File: src/rtl/uart_tx_arbiter.sv
// uart_tx_arbiter: shares one UART transmitter between NREQ byte sources using a round-robin
// arbiter. A requester can lock the transmitter for a frame. Each byte is followed through send, busy and idle.
module uart_tx_arbiter #(
   parameter int NREQ        = 4,
   parameter int ACK_TIMEOUT = 16
) (
   input  logic              clk,
   input  logic              rst,
   input  logic [NREQ-1:0]   req_valid,
   input  logic [8*NREQ-1:0] req_data,
   input  logic [NREQ-1:0]   req_lock,
   output logic [NREQ-1:0]   req_ready,
   output logic              tx_send,
   output logic [7:0]        tx_data,
   input  logic              tx_ready,
   output logic [NREQ-1:0]   grant,
   output logic              busy,
   output logic              timeout,
   output logic [1:0]        dbg_state
);
   localparam int PW = $clog2(NREQ);
   localparam int CW = $clog2(ACK_TIMEOUT + 1);

   typedef enum logic [1:0] {
      S_IDLE      = 2'd0,
      S_SEND      = 2'd1,
      S_WAIT_BUSY = 2'd2,
      S_WAIT_IDLE = 2'd3
   } state_t;

   state_t          r_state, w_next;
   logic [PW-1:0]   r_ptr, r_gidx, r_owner, w_win, w_gidx_inc;
   logic            r_lock;
   logic [CW-1:0]   r_cnt;
   logic [7:0]      r_tx_data;
   logic            r_timeout;
   logic [NREQ-1:0] w_elig, w_cand;
   logic [PW:0]     w_sum;
   logic            w_found, w_accept, w_expire, w_done, w_drop;

   // Handshake: byte i is consumed in the cycle req_ready[i]=1 while req_valid[i]=1; the
   // source must hold req_valid/req_data until then and may drop or replace them afterwards.
   assign w_elig     = r_lock ? (NREQ'(1) << r_owner) : '1;
   assign w_cand     = req_valid & w_elig;
   assign w_gidx_inc = (r_gidx == PW'(NREQ - 1)) ? '0 : r_gidx + 1'b1;

   always_comb begin
      w_found = 1'b0;
      w_win   = '0;
      w_sum   = '0;
      for (int i = 0; i < NREQ; i++) begin
         w_sum = {1'b0, r_ptr} + (PW+1)'(i);
         if (w_sum >= (PW+1)'(NREQ)) w_sum = w_sum - (PW+1)'(NREQ);
         if (!w_found && w_cand[w_sum[PW-1:0]]) begin
            w_found = 1'b1;
            w_win   = w_sum[PW-1:0];
         end
      end
   end

   assign w_accept = (r_state == S_IDLE) && !rst && tx_ready && w_found;
   assign w_drop   = (r_state == S_IDLE) && r_lock && !req_valid[r_owner] && !req_lock[r_owner];
   assign w_expire = (r_state == S_WAIT_BUSY) && tx_ready && (r_cnt == CW'(ACK_TIMEOUT - 1));
   assign w_done   = (r_state == S_WAIT_IDLE) && tx_ready;

   always_ff @(posedge clk or posedge rst) begin
      if (rst) r_state <= S_IDLE;
      else     r_state <= w_next;
   end

   always_comb begin
      w_next = r_state;
      case (r_state)
         S_IDLE:      if (w_accept) w_next = S_SEND;
         S_SEND:      w_next = S_WAIT_BUSY;
         S_WAIT_BUSY: begin
            if (!tx_ready)     w_next = S_WAIT_IDLE;
            else if (w_expire) w_next = S_IDLE;
         end
         S_WAIT_IDLE: if (tx_ready) w_next = S_IDLE;
         default:     w_next = S_IDLE;
      endcase
   end

   always_comb begin
      req_ready = '0;
      grant     = '0;
      if (w_accept) req_ready[w_win] = 1'b1;
      if (r_state != S_IDLE) grant[r_gidx] = 1'b1;
      tx_send   = (r_state == S_SEND);
      busy      = (r_state != S_IDLE);
   end

   assign tx_data   = r_tx_data;
   assign timeout   = r_timeout;
   assign dbg_state = r_state;

   // A lost acknowledge releases the lock and moves the pointer on, so one stuck source cannot hold the line.
   always_ff @(posedge clk or posedge rst) begin
      if (rst) begin
         r_ptr     <= '0;
         r_lock    <= 1'b0;
         r_owner   <= '0;
         r_gidx    <= '0;
         r_cnt     <= '0;
         r_tx_data <= 8'h00;
         r_timeout <= 1'b0;
      end else begin
         r_timeout <= w_expire;
         if (r_state == S_WAIT_BUSY) r_cnt <= r_cnt + 1'b1;
         else                        r_cnt <= '0;
         if (w_accept) begin
            r_gidx    <= w_win;
            r_tx_data <= req_data[{w_win, 3'b000} +: 8];
         end
         if (w_expire) begin
            r_lock <= 1'b0;
            r_ptr  <= w_gidx_inc;
         end else if (w_done) begin
            if (req_lock[r_gidx]) begin
               r_lock  <= 1'b1;
               r_owner <= r_gidx;
               r_ptr   <= r_gidx;
            end else begin
               r_lock <= 1'b0;
               r_ptr  <= w_gidx_inc;
            end
         end else if (w_drop) begin
            r_lock <= 1'b0;
         end
      end
   end
endmodule

File: config.mk
export PLATFORM = sky130hd
export DESIGN_NAME = uart_tx_arbiter
export DESIGN_NICKNAME = d
export VERILOG_FILES = /design/src/rtl/uart_tx_arbiter.sv
export SDC_FILE = /design/constraint.sdc
export NUM_CORES = 1
export LEC_CHECK = 0
export ABC_AREA = 1
export CAP_MARGIN = 20
export CORE_MARGIN = 2
export CORE_UTILIZATION = 40
export DETAILED_ROUTE_END_ITERATION = 10
export PLACE_DENSITY = 0.72
export SLEW_MARGIN = 0
export SYNTH_ARGS = -nofsm -noshare
export SYNTH_HDL_FRONTEND = slang
export SYNTH_SLANG_ARGS = --single-unit
File: constraint.sdc
create_clock -name clk -period 5.8 [get_ports clk]
set_input_delay 0.87 -clock clk [delete_from_list [all_inputs] [get_ports clk]]
set_output_delay 0.87 -clock clk [all_outputs]
set_load 0.01 [all_outputs]
# After elaboration in Yosys (flattened, before gate mapping)
# Cells that the tools add are included.
# word_totals
elab_cells	115
ff_bits	23
out_inout_bits	21
input_bits	43
# op_classes
n_eq_ne	8
bitwise_logic	2
order_cmp	13
muxes	47
n_addsub	9
shifts	2
reduce_logical	26
# ops
op	count
$mux 2	16
$shiftx 32x6->8	1
$lt 2x3->1 const B	7
$mux 1	17
$bmux 1 s2	7
$logic_and 1x1->1	14
$mux 4	3
$ge 3x3->1 const B	3
$pmux 2 s4	1
$sub 2x1->2 const B	4
$add 2x2->3 const B	2
$eq 2x2->1 const B	3
$logic_not 1->1	6
$reduce_and 3->1	2
$add 5x1->5 const B	1
$eq 5x4->1 const B	1
$mux 5	1
$and 4x4->4	1
$demux 1 s2	2
$ge 2x1->1 const B	2
$ne 2x2->1 const B	2
$reduce_bool 2->1	2
$shl 1x2->4 const A	1
$add 2x1->3 const B	1
7 further kinds	7

# Depth between registers and ports, before layout
# Gate-level depths: netlist of run 1.
# logic_depth
ltp_word	20
depth_mapped	19
mapped_depth_nobuf	18

# Worst setup path after synthesis of run 1
# OpenSTA, ideal clock, no wires.
# synth_path
path_kind	input to output
startpoint	in rst
endpoint	out req_ready[0]
slack_ps	2768
path_buffers	1
t_arrival_ps	2162
path_stages	4
t_required_ps	4930
cell_sequence	inv_1 -> nand4_1 -> clkbuf_1 -> nor3_1
# synth_between
elab_chain_cells	5
# synth_lines
item	line	text
start: declaration	8	input logic rst,
$logic_not 1->1 (no source line)	n/a	
$logic_and 1x1->1 (3 in a row)	61	assign w_accept = (r_state == S_IDLE) && !rst && tx_ready && w_found;
$mux 4	88	if (w_accept) req_ready[w_win] = 1'b1;
end: declaration	12	output logic [NREQ-1:0] req_ready,
# Every way passes these cells.

# Worst setup path in the final report of run 1
# layout_path
startpoint	in req_valid[3]
endpoint	out req_ready[3]
# layout_between
elab_chain_cells	18
word_cells_on_any_way	30
cone_classes	order compare: 2; mux: 19; bitwise: 1; reduce/logical: 8
# layout_lines
item	line	text
start: declaration	9	input logic [NREQ-1:0] req_valid,
$and 4x4->4 *	44	assign w_cand = req_valid & w_elig;
$bmux 1 s2	54	if (!w_found && w_cand[w_sum[PW-1:0]]) begin
$mux 1 (not written as such)	54	
$mux 1	54	
$logic_not 1->1	54	
$logic_and 1x1->1	54	
$mux 1	54	
$logic_not 1->1	54	
(+2 left out)	n/a	
$logic_not 1->1	54	
$logic_and 1x1->1	54	
$mux 2	54	
$lt 2x3->1 (not written as such) or $ge 2x1->1 (tied branches)	88	
$logic_and 1x1->1 (not written as such)	88	
$mux 1 (not written as such)	88	
$demux 1 s2	88	
$mux 4 *	88	
# Mark *: on every way between the ends. The rest lies on a longest branch, timed or not. The select of a mux whose other input is x is not followed.

==> results of run 1 <==
-- metrics by stage --
stage | std cells | power, mW | hold WS (ns) | instance area (sq um)
floorplan | 273 | 1.12 | 0.433 | 1830
CTS | 385 | 1.45 | 0.471 | 2510
global placement | 381 | 1.35 | 0.453 | 2460
detailed placement | 381 | 1.34 | 0.462 | 2460
finish | 385 | 1.44 | 0.463 | 2510
global route | 385 | 1.62 | 0.484 | 2510
-- area by class of cell --
cell class	instances	share of cell area [%]
inverter	27	4.04
clock inverter	1	0.200
clock buffer	3	1.65
multi-input combinational	215	43.1
sequential	23	23.0
timing repair buffer	64	25.5
tap	52	2.60
-- sequential cells by signal (all words and copies together), names as in the netlist --
register   count
dbg_state      2
r_cnt          5
r_gidx         2
r_lock         1
r_owner        2
r_ptr          2
timeout        1
tx_data        8
-- critical path: cells and delay by family --
kind                   cells  cell delay [ns]
buffers and inverters      3             1.43
and+or+nand+nor            8             1.24
AOI/OAI and AO/OA          1             0.08
-- final timing paths --
check	endpoint	slack, ns	depth (start not counted)
hold / removal	r_cnt[0]$_DFF_PP0_	0.46	1
min in group asynchronous	r_cnt[0]$_DFF_PP0_	0.93	3
max in group asynchronous	r_gidx[1]$_DFFE_PP0P_	4.63	3
hold reg to reg	r_cnt[0]$_DFF_PP0_	0.46	1
setup / recovery	req_ready[3]	1.30	12
setup reg to reg	tx_data[2]$_DFFE_PP0P_	3.39	13
-- metal layers --
metal	vias to the layer above	GRT usage (%)
met5	-	0
met4	0	5.87
met3	6	1.69
met2	36	28.2
met1	824	28.5
li1	992	-
-- power groups by stage --
stage / clock (mW) / combinational [mW] / sequential, mW
3_5_place_dp: 0 / 1.05 / 0.295
4_1_cts: 0.103 / 1.05 / 0.293
6_report: 0.0979 / 1.05 / 0.293
3_3_place_gp: 0 / 1.05 / 0.296
2_1_floorplan: 0 / 0.843 / 0.276
5_1_grt: 0.108 / 1.21 / 0.301
-- cell families after synthesis --
| kind of cell | synth area share, % |
|---|---|
| AO/OA/AOI/OAI | 7.78 |
| XOR/XNOR | 0.887 |
| adder cells (fa/ha/maj) | 4.09 |
| buffers and inverters | 9.75 |
| flip-flops | 31.4 |
| AND/OR/NAND/NOR | 46.1 |
-- Yosys cell counts (all sizes together) --
master / count / share of area (%)
nand2: 118 / 28
nand3: 37 / 11
inv: 27 / 5.5
dfrtp: 23 / 31
nor2: 22 / 4.9
o21ai: 10 / 3.3
buf: 7 / 4.0
a21oi: 6 / 1.6
ha: 6 / 4.1
nor3: 6 / 1.6
o211ai: 3 / 1.2
nand4: 2 / 1.0
a22oi: 1 / 0.41
a31oi: 1 / 0.34
clkbuf: 1 / 0.20
o2111ai: 1 / 0.48
o22ai: 1 / 0.34
xnor2: 1 / 0.89
==> summary.md, run 1 <==
| Metric | Value |
|---|---|
| Register area share after synthesis | 31.4% |
| Clock network power share | 6.8% |
| Placer Congestion | 0.785 |
| Metal3 WL | roughly 180 um |
| Worst path most repeated cell | nand2_1 |
| Max Slew Vio Count | 0 |
| H-tree levels | 1 |
| Initial DRC count | about 100 |
| Total detailed-routing wirelength | 4.56 mm |
| Residual DRC | 0 |
| Switching share of power | 54.3% |
| Routed length on met2 | 2.03 mm |
| CTS tree | built |
| Critical path's slowest cell | clkdlybuf4s50_1 |
| CP startpoint kind | input pin |
| Vias/cell | about 4.8 |
| Total GRT Usage | 18.8% |
| Crit share post-route | 77.6% |
| First-pass GRT wire length | 7.82 mm |
| Gr ovfl total | 0 |
| Hold Path Origin | r_cnt[0]$_DFF_PP0_ |
| Slew @ Worst Pin | 0.640 ns |
| Die H | a little over 70 um |
| Setup Skew | 0.00709 ns |
| RR Startpoint | r_ptr[0]$_DFFE_PP0P_ |
| Outcome | completed |
| Final setup vio count | 0 |
| CTS root buf | clkbuf_8 |
| DP Worst Slack | 1.31 ns |
| Slew HR | 57.2% |
| Seq pwr share | roughly a fifth |
| CP peak stage delay | approximately 0.55 ns |
| Commonest cells after routing, fill and taps aside | nand2_1, clkdlybuf4s50_1, nand3_1 |
| Starting Density | 41.8% |
| Clock transition at path regs | 0.08 ns |
| Area growth, synth to finish | 36.6% |
| Met1 wire length | between 2 and 2.5 mm |
| VDD IR max | 0.269 mV |
| Final min period | 4.50 ns |
| Combinational power share | between 70% and 80% |
| Worst setup margin | 1.30 ns |
| Pwr Density | 575 nW/um^2 |
| Ant. Diodes | 0 |
| Req. time, crit path | 4.93 ns |
| Final Util | between 50% and 60% |
| RSZ-0062 raised after global routing | false |
| Cell variety after synth | 29 |
| # rows | 24 |
| Setup TNS Final | 0 ns |
| DR top layer | met4 |
| Nets | ~380 |
| Int Pwr | 0.659 mW |
| Max clock buf depth | 2 |
| Post-Syn Nets | 322 |
| Filler Cell Count | 441 |
| Crit-path cells | clkdlybuf4s50_1 > nand3_1 > nand3_1 > nand2_1 > nand2_1 > o21ai_4 > nand4_2 > nand4_1 > inv_1 > nand2_1 > nor2_1 > clkdlybuf4s50_1 |
| Port buffer count | 63 |
| HP Class | register to register |
| Routed wire length per instance | ~12 um |
| Crit-path max FO | 12 |
| Fmax | 222 MHz |
| Cts repair resizes | 0 |
| CP endpoint kind | output port |
| Avg Synthesized Cell Area | about 6.7 sq um |
| Number of nets with antenna violations after routing | 0 |
| Psw | 0.782 mW |
| Maxcap violations | 0 |
| Clk_lat worst skew | 0.26 ns |
| Most common cell after layout, fill and taps aside | nand2_1 |
| Die width | between 70 and 80 um |
| Syn. warnings | 0 |
| Via count | 1858 |
| Leak Pwr | ~1.2 nW |
| Mapped cell area | 1830 sq um |
| TritonCTS Buffers | 3 |
| Hold Violations, Final | 0 |
| Crit path DAT | around 3.6 ns |
| Worst Setup SP | req_valid[3] |
| Area occupied by multi-input gates | 1080 sq um |
| Cts hold-fix bufs | 0 |
| Initial antenna violation count | 0 |
| Critical path type | input pin to output port |
| Dpl hpwl | roughly 3.6 mm |
| Register area | approximately 580 sq um |
| #FFs+latches synth | 23 |
| Die ar. | roughly 5100 sq um |
| Core area | 4380 sq um |
| DR pass1 iterations | 4 |
| Cells after synthesis | 273 |
| Buffer count from post-CTS setup fixing | 0 |
| Largest net degree at the start of global routing | 25 |
| Vias in the first global route | 1718 |
| Share of layout cells above drive strength 1 | 9.61% |
| # IOs | 64 |
| Sink Count | 23 |
Power figures use the tool's default switching activity.
==> run 2: changes to the inputs <==
--- a/config.mk
+++ b/config.mk
@@ -10,7 +10,7 @@
 export CORE_MARGIN = 2
 export CORE_UTILIZATION = 40
 export DETAILED_ROUTE_END_ITERATION = 10
-export PLACE_DENSITY = 0.72
+export PLACE_DENSITY = 0.75
 export SLEW_MARGIN = 0
 export SYNTH_ARGS = -nofsm -noshare
 export SYNTH_HDL_FRONTEND = slang
==> constraint.sdc (replaced) <==
create_clock -name clk -period 3.99 [get_ports clk]
set_input_delay 0.5985 -clock clk [delete_from_list [all_inputs] [get_ports clk]]
set_output_delay 0.5985 -clock clk [all_outputs]
set_load 0.01 [all_outputs]
==> run 2 against run 1 <==
Critical path depth grew 1. Clock skew grew 0.0011 ns. Total power grew 48%. Global-route usage shrank 0.55 points. First-iteration DRC count grew 15%. Wire length grew 3.8%. Worst hold slack gained 0.0053 ns. Cell area grew 1.3%. Critical endpoint is now req_ready[2]. Largest power group unchanged.
==> summary.md, run 2 (same netlist as run 1, synthesis figures left out) <==
| Metric | Value |
|---|---|
| Vias/cell | 4.85 (+0.41%) |
| Number of nets with antenna violations after routing | 0 (unchanged) |
| Crit path DAT | 3.04 ns (-0.59 ns) |
| Slew HR | 70.1% (+13 points) |
| Commonest cells after routing, fill and taps aside | nand2_1, clkdlybuf4s50_1, nand3_1 |
| CTS tree | built |
| Port buffer count | 63 (unchanged) |
| Share of layout cells above drive strength 1 | 10.7% (+1.1 points) |
| Slew @ Worst Pin | 0.448 ns (-0.192 ns) |
| Psw | 1.15 mW (+46%) |
| Req. time, crit path | 3.39 ns (-1.54 ns) |
| Most common cell after layout, fill and taps aside | nand2_1 |
| Sink Count | 23 (unchanged) |
| Starting Density | 41.8% (unchanged) |
| Crit share post-route | 91.3% |
| Final setup vio count | 0 (unchanged) |
| Critical path type | input pin to output port |
| Nets | 387 (+1.0%) |
| Core area | 4380 sq um (unchanged) |
| H-tree levels | 1 (unchanged) |
| Area growth, synth to finish | 38.4% |
| Final Power | 2.14 mW (+48%) |
| Outcome | completed |
| Die width | 71.7 um (unchanged) |
| Clock network power share | 6.8% (about the same) |
| Buffer count from post-CTS setup fixing | 0 (unchanged) |
| Residual DRC | 0 (unchanged) |
| Largest net degree at the start of global routing | 24 (-4.0%) |
| CP endpoint kind | output port |
| Routed wire length per instance | 12.2 um (+2.8%) |
| DR pass1 iterations | 4 (unchanged) |
| VDD IR max | 0.436 mV (+62%) |
| Placer Congestion | 0.800 (+1.9%) |
| Largest register FFs | 8 (unchanged) |
| Ant. Diodes | 0 (unchanged) |
| Max clock buf depth | 2 (unchanged) |
| Area occupied by multi-input gates | 1080 sq um (unchanged) |
| Via count | 1885 (+1.5%) |
| Crit-path max FO | 10 (-2) |
| Hold Violations, Final | 0 (unchanged) |
| # rows | 24 (unchanged) |
| Cts hold-fix bufs | 0 (unchanged) |
| First-pass GRT wire length | 7.66 mm (-2.0%) |
| Cts repair resizes | 0 (unchanged) |
| Leak Pwr | 1.25 nW (+1.3%) |
| # IOs | 64 (unchanged) |
| Dpl hpwl | 3.78 mm (+5.8%) |
| Final min period | about 3.6 ns |
| CP startpoint kind | input pin |
| Switching share of power | 53.6% (-0.66 points) |
| Maxcap violations | 0 (unchanged) |
| Int Pwr | 0.991 mW (+50%) |
| Max Slew Vio Count | 0 (unchanged) |
| Setup TNS Final | 0 ns (unchanged) |
| Die H | 71.7 um (unchanged) |
| Pwr Density | 841 nW/um^2 (+46%) |
| Seq pwr share | 19.9% (-0.4 points) |
| Register area | 576 sq um (unchanged) |
| Clk_lat worst skew | 0.26 ns (about the same) |
| Initial DRC count | 120 (+15%) |
| TritonCTS Buffers | 3 (unchanged) |
| Setup Skew | 0.00820 ns (+0.00110 ns) |
| CTS root buf | clkbuf_8 |
| Total GRT Usage | 18.2% (-0.55 points) |
| Fmax | 274 MHz |
| Initial antenna violation count | 0 (unchanged) |
| Vias in the first global route | 1762 (+2.6%) |
| HP Class | register to register |
| Combinational power share | 73.3% (+0.4 points) |
| Total detailed-routing wirelength | 4.73 mm (+3.8%) |
| Filler Cell Count | 415 (-5.9%) |
| Die ar. | 5140 sq um (unchanged) |
| RSZ-0062 raised after global routing | false |
| Gr ovfl total | 0 (unchanged) |
| Clock transition at path regs | 0.09 ns (about the same) |
-- run 2: cell types whose count changed in the layout (fill, tap and decap cells not counted), sizes merged --
cell | previous run | this run
clkinvlp | 0 | 1
clkinv | 1 | 0
buf | 1 | 5
-- run 2: power groups by stage --
stage / Combinational, mW / Clock (mW) / Sequential, mW
2_1_floorplan: 1.23 / 0 / 0.401
3_3_place_gp: 1.55 / 0 / 0.427
3_5_place_dp: 1.56 / 0 / 0.428
4_1_cts: 1.56 / 0.152 / 0.423
5_1_grt: 1.77 / 0.165 / 0.438
6_report: 1.57 / 0.145 / 0.425
-- run 2: layer usage --
metal  share of wire (%)  track usage (%)
met1                  46             24.1
met2                  50             32.4
met3                 3.7             2.11
met4                0.15             3.14
met5                   0                0
-- run 2: stage by stage --
| stage | std cells | hold WS [ns] | util (%) | setup slack (ns) | cell area (sq um) |
|---|---|---|---|---|---|
| floorplan | 273 | 0.433 | - | 1.50 | 1830 |
| global placement | 385 | 0.455 | 56.8 | 0.379 | 2490 |
| detailed placement | 385 | 0.461 | 56.8 | 0.356 | 2490 |
| CTS | 389 | 0.474 | 57.9 | 0.347 | 2540 |
| global route | 389 | 0.501 | 57.9 | 0.113 | 2540 |
| finish | 389 | 0.468 | 57.9 | 0.347 | 2540 |
-- run 2: final cells by class --
cell class | instances | share of cell area, %
Sequential cell | 23 | 22.7
Clock buffer | 3 | 1.63
Multi-Input combinational cell | 215 | 42.5
Tap cell | 52 | 2.56
Clock inverter | 1 | 0.296
Inverter | 27 | 3.99
Timing Repair Buffer | 68 | 26.3
-- run 2: critical path, cell delays in order --
cell	delay [ns]
clkdlybuf4s50_1	0.44
nand3_1	0.13
nand3_1	0.12
nand2_1	0.12
nand2_1	0.09
o21ai_4	0.10
nand2_1	0.09
nor3_1	0.14
nand2_1	0.08
nand2_1	0.25
inv_2	0.17
nor3_1	0.16
clkdlybuf4s50_1	0.56
-- run 2: final timing paths --
check | from | end | slack (ns) | cells past startpoint
worst max-delay path | req_valid[3] | req_ready[2] | 0.35 | 13
worst min-delay path | r_cnt[0]$_DFF_PP0_ | r_cnt[0]$_DFF_PP0_ | 0.47 | 1
worst min register to register | r_cnt[0]$_DFF_PP0_ | r_cnt[0]$_DFF_PP0_ | 0.47 | 1
min in group asynchronous | rst | r_cnt[0]$_DFF_PP0_ | 0.71 | 3
max in group asynchronous | rst | tx_data[3]$_DFFE_PP0P_ | 3.05 | 3
worst max register to register | r_ptr[0]$_DFFE_PP0P_ | tx_data[1]$_DFFE_PP0P_ | 1.72 | 14
